### src/rtl/rgb_led_pwm.sv
// rgb_led_pwm: drives one RGB LED from a 24-bit colour word with 8-bit PWM per channel.
//
// A prescaler divides clk by PRESCALE to step an 8-bit PWM counter, so one PWM period lasts
// 256*PRESCALE clk cycles. The three duty registers are double-buffered: while running they
// are reloaded from rgb only when the counter wraps, so a colour change never produces a
// partial or glitched period. All outputs are registered; there is no combinational path from
// any input to any output.
//
// Ports:
//   clk          system clock, rising edge
//   rst          synchronous active-high reset, highest priority
//   enable       run PWM when high; when low LEDs are off, counters held at 0 and the duty
//                registers track rgb so the first period after enable uses the current colour
//   rgb          colour word: [23:16] red, [15:8] green, [7:0] blue duty
//   led_r/g/b    registered LED drives
//   period_start one-cycle pulse at the start of each PWM period (new duties in effect)

module rgb_led_pwm #(
    parameter int unsigned PRESCALE = 4
) (
    input  logic        clk,
    input  logic        rst,
    input  logic        enable,
    input  logic [23:0] rgb,
    output logic        led_r,
    output logic        led_g,
    output logic        led_b,
    output logic        period_start
);

    // Keep the prescaler at least one bit wide so PRESCALE=1 stays legal.
    localparam int unsigned PW = (PRESCALE > 1) ? $clog2(PRESCALE) : 1;
    localparam logic [PW-1:0] PRESC_MAX = PW'(PRESCALE - 1);

    logic [PW-1:0] presc_cnt;
    logic [7:0]    pwm_cnt;
    logic [7:0]    duty_r;
    logic [7:0]    duty_g;
    logic [7:0]    duty_b;

    logic tick;
    logic wrap;
    logic cmp_r;
    logic cmp_g;
    logic cmp_b;

    always_comb begin
        tick = (presc_cnt == PRESC_MAX);
        wrap = tick && (pwm_cnt == 8'hFF);
        // Full scale is forced high so 0xFF has no low cycle at the wrap.
        cmp_r = (duty_r == 8'hFF) || (pwm_cnt < duty_r);
        cmp_g = (duty_g == 8'hFF) || (pwm_cnt < duty_g);
        cmp_b = (duty_b == 8'hFF) || (pwm_cnt < duty_b);
    end

    always_ff @(posedge clk) begin
        if (rst) begin
            presc_cnt    <= '0;
            pwm_cnt      <= 8'd0;
            duty_r       <= 8'd0;
            duty_g       <= 8'd0;
            duty_b       <= 8'd0;
            led_r        <= 1'b0;
            led_g        <= 1'b0;
            led_b        <= 1'b0;
            period_start <= 1'b0;
        end else if (!enable) begin
            presc_cnt    <= '0;
            pwm_cnt      <= 8'd0;
            // Track the input while idle so the first enabled period uses the live colour.
            duty_r       <= rgb[23:16];
            duty_g       <= rgb[15:8];
            duty_b       <= rgb[7:0];
            led_r        <= 1'b0;
            led_g        <= 1'b0;
            led_b        <= 1'b0;
            period_start <= 1'b0;
        end else begin
            presc_cnt <= tick ? '0 : presc_cnt + 1'b1;
            if (tick) begin
                pwm_cnt <= pwm_cnt + 8'd1;
            end
            if (wrap) begin
                duty_r <= rgb[23:16];
                duty_g <= rgb[15:8];
                duty_b <= rgb[7:0];
            end
            period_start <= wrap;
            // Compare against the pre-edge counter and duties, so pins lag the state by one
            // cycle and the new period appears the cycle after period_start.
            led_r <= cmp_r;
            led_g <= cmp_g;
            led_b <= cmp_b;
        end
    end

endmodule

### config.mk
export PLATFORM = sky130hd
export DESIGN_NAME = rgb_led_pwm
export DESIGN_NICKNAME = d
export VERILOG_FILES = /design/src/rtl/rgb_led_pwm.sv
export SDC_FILE = /design/constraint.sdc
export NUM_CORES = 1
export LEC_CHECK = 0
export CORE_UTILIZATION = 43
export DETAILED_ROUTE_END_ITERATION = 12
export GPL_ROUTABILITY_DRIVEN = 1
export GPL_TIMING_DRIVEN = 0
export PLACE_DENSITY_LB_ADDON = 0.12
export SETUP_SLACK_MARGIN = 0.3
export SYNTH_ARGS = -nofsm -noshare
export SYNTH_HDL_FRONTEND = slang
export SYNTH_SLANG_ARGS = --single-unit
### constraint.sdc
create_clock -name clk -period 1.6 [get_ports clk]
set_input_delay 0.24 -clock clk [delete_from_list [all_inputs] [get_ports clk]]
set_output_delay 0.24 -clock clk [all_outputs]
set_load 0.01 [all_outputs]
==> results.sh, run 1 <==
export IMPL_grt_util_all_layers=0.197
export IMPL_io_buffers=29
export IMPL_avgViaCountPerCell=5.07
export IMPL_layout_drive_gt1_share=0.330
export IMPL_wl_mm=4.65
export IMPL_rows=24
export IMPL_final_nets=340
export IMPL_status="finished, final reports clean"
export IMPL_fp_dieH_um=69.9
export IMPL_yosys_area_top_type="dfxtp_1"
export IMPL_io_pin_count=31
export IMPL_clkTransAtPathRegs_ns=0.07
export IMPL_coreArea_um2=4380
export IMPL_drt_first_pass_iters=4
export IMPL_nFillCells=394
export IMPL_ir_worst_vdd_uv=433
export IMPL_period_needed_ns=1.45
export IMPL_worstMarginPinSlew_ns=0.558
export IMPL_hold_path_class="input pin to flip-flop"
export IMPL_grt_pass1_wl_mm=7.56
export IMPL_htree_levels=2
export IMPL_cts_tree="built"
export IMPL_numCtsBuffers=5
export IMPL_area_growth_pct=42.4
export IMPL_synthesis_nets=284
export IMPL_synth_avg_cell_area_um2=8.47
export IMPL_netlist_instances=234
export IMPL_antenna_found_initial=0
export IMPL_finalHoldViolations=0
export IMPL_powerDensity_nw_per_um2=704
export IMPL_critPathMaxFanout=6
export IMPL_slew_viol_final=0
export IMPL_yosysSeqAreaShare=0.384
export IMPL_syn_area_um2=1980
export IMPL_die_x_um=69.9
export IMPL_endpoint_kind="flip-flop"
export IMPL_ys_warn_count=0
export IMPL_synthArstFlopShare=0
export IMPL_route_vias_total=1739
export IMPL_yosysTopAreaCellShare=0.384
export IMPL_synth_edf_count=0
export IMPL_synth_main_ff_cell="dfxtp_1"
export IMPL_crit_type="flip-flop to flip-flop"
export IMPL_antenna_left=0
export IMPL_p_leak_nw=1.16
export IMPL_drt_iter0_drc=61
export IMPL_place_detailed_hpwl_mm=3.01
export IMPL_final_common_cell="nand2_1"
export IMPL_synth_cell_types=30
export IMPL_drv_cap=0
export IMPL_hold_ws_ns=0.161
export IMPL_post_route_period_util=0.906
export IMPL_wl_per_cell_um=13.6
export IMPL_cts_num_sinks=38
export IMPL_cp_required_ns=1.75
export IMPL_clock_latency_ns=0.29
export IMPL_final_cell_mix="nand2_1 (31), inv_1 (24), clkdlybuf4s50_1 (24), dfxtp_1 (23), ha_1 (21)"
export IMPL_grt_max_degree=12
export IMPL_grt_pass1_vias=1629
export IMPL_place_congestion=0.811
export IMPL_stdcell_area_um2=2820
export IMPL_ys_seq_elements=38
export IMPL_dpl_cell_area_um2=2390
export IMPL_diodes=0
export IMPL_worstPathArrival_ns=1.60
export IMPL_fmax_mhz=690
export IMPL_die_area_um2=4880
export IMPL_synth_area_leaders="dfxtp_1 (38%), ha_1 (15%), nand2_1 (9.5%)"
export IMPL_initial_core_util=0.452
export IMPL_cts_max_path_buffers=2
export IMPL_setup_viol=0
export IMPL_rsz0062_at_grt="true"
export IMPL_cp_start_kind="flip-flop"
export IMPL_clock_skew_ns=0.00213
export IMPL_drc=0
export IMPL_grt_ovfl_total=0
export IMPL_slew_headroom=0.628
export IMPL_root_buffer="clkbuf_8"
-- logic make-up after synthesis --
| kind of cell | after synthesis | share of synthesized area |
|---|---|---|
| and+or+nand+nor | 86 | 0.199 |
| AOI/OAI and AO/OA | 46 | 0.152 |
| DFF | 38 | 0.384 |
| buffers and inverters | 34 | 0.0890 |
| adders and majority gates | 23 | 0.145 |
| xor gates and xnor gates | 6 | 0.0265 |
| muxes | 1 | 0.00505 |
-- where the power goes --
group | internal (mW) | switching [mW] | leakage (nW)
Clock | 0.348 | 0.332 | 0.0482
Combinational | 0.162 | 0.135 | 0.787
Sequential | 0.977 | 0.0318 | 0.320
-- critical path: stages (launching register included) --
cell       delay [ns]
dfxtp_4          0.40
nand4_1          0.21
buf_4            0.21
o21a_4           0.22
clkbuf_16        0.16
nand2_1          0.06
a21oi_1          0.06
-- metal layers --
metal,part of all wire,track usage,up-vias
met5,0,0,-
met4,0.013,0.0667,0
met3,0.022,0.0332,7
met2,0.47,0.316,24
met1,0.50,0.270,797
li1,-,-,911
-- timing repair --
| action | 4_1_cts | 5_1_grt |
|---|---|---|
| hold buffers | 0 | 0 |
| setup buffers | 7 | 10 |
| resized for setup | 43 | 19 |
| endpoints found under the setup margin | 41 | 37 |
| pin swaps | 24 | 9 |
| cloned | 1 | 2 |
| hold endpoints to repair | 0 | 0 |
-- Yosys cell counts, drive strengths merged (4+ instances only) --
cell    number
a21oi       25
xor2         4
or3          4
nor2        13
ha          23
nand4       11
nand2       50
inv         24
dfxtp       38
buf          7
a211oi       9
o21ai        5
-- through the flow --
| step | worst slack (ns) | TNS [ns] | power [mW] | utilization | std cells |
|---|---|---|---|---|---|
| floorplan | 0.310 | 0 | 1.17 | - | 234 |
| detailed placement | -0.105 | -0.903 | 1.28 | 0.545 | 315 |
| finish | 0.151 | 0 | 1.99 | 0.644 | 343 |
| global route | 0.106 | 0 | 2.08 | 0.644 | 343 |
| CTS | 0.202 | 0 | 1.97 | 0.605 | 331 |
| global placement | -0.149 | -1.30 | 1.28 | 0.545 | 315 |
-- worst paths after layout --
check / cells past startpoint / end / startpoint / slack, ns
hold / removal: 2 / duty_g[0]$_SDFFE_PP0P_ / rst / 0.16
hold reg to reg: 1 / presc_cnt[0]$_SDFF_PP0_ / presc_cnt[0]$_SDFF_PP0_ / 0.43
setup / recovery: 6 / duty_r[4]$_SDFFE_PP0P_ / pwm_cnt[5]$_SDFFE_PP0P_ / 0.15
setup reg to reg: 6 / duty_r[4]$_SDFFE_PP0P_ / pwm_cnt[5]$_SDFFE_PP0P_ / 0.15
-- state kept, by name, summed over array words and instances (netlist names), 2 cells and up --
name	flops
duty_b	8
duty_g	8
duty_r	8
presc_cnt	2
pwm_cnt	8
-- final cells by class --
type                       instances  area, um^2  area share
multi-input combinational        162        1220       0.432
tap                               52        65.1      0.0230
clock buffer                       7        86.3      0.0306
sequential                        38         797       0.282
clock inverter                     1        5.00     0.00177
inverter                          24        90.1      0.0319
timing repair buffer              49         464       0.164
buffer                            10        95.1      0.0337
Power figures use the tool's default switching activity.
==> run 2: changes to the inputs <==
SKIP_LAST_GASP = 1   (was unset)
==> results of run 2 <==
No change in the layout: final DEF, timing and power equal those of run 1.
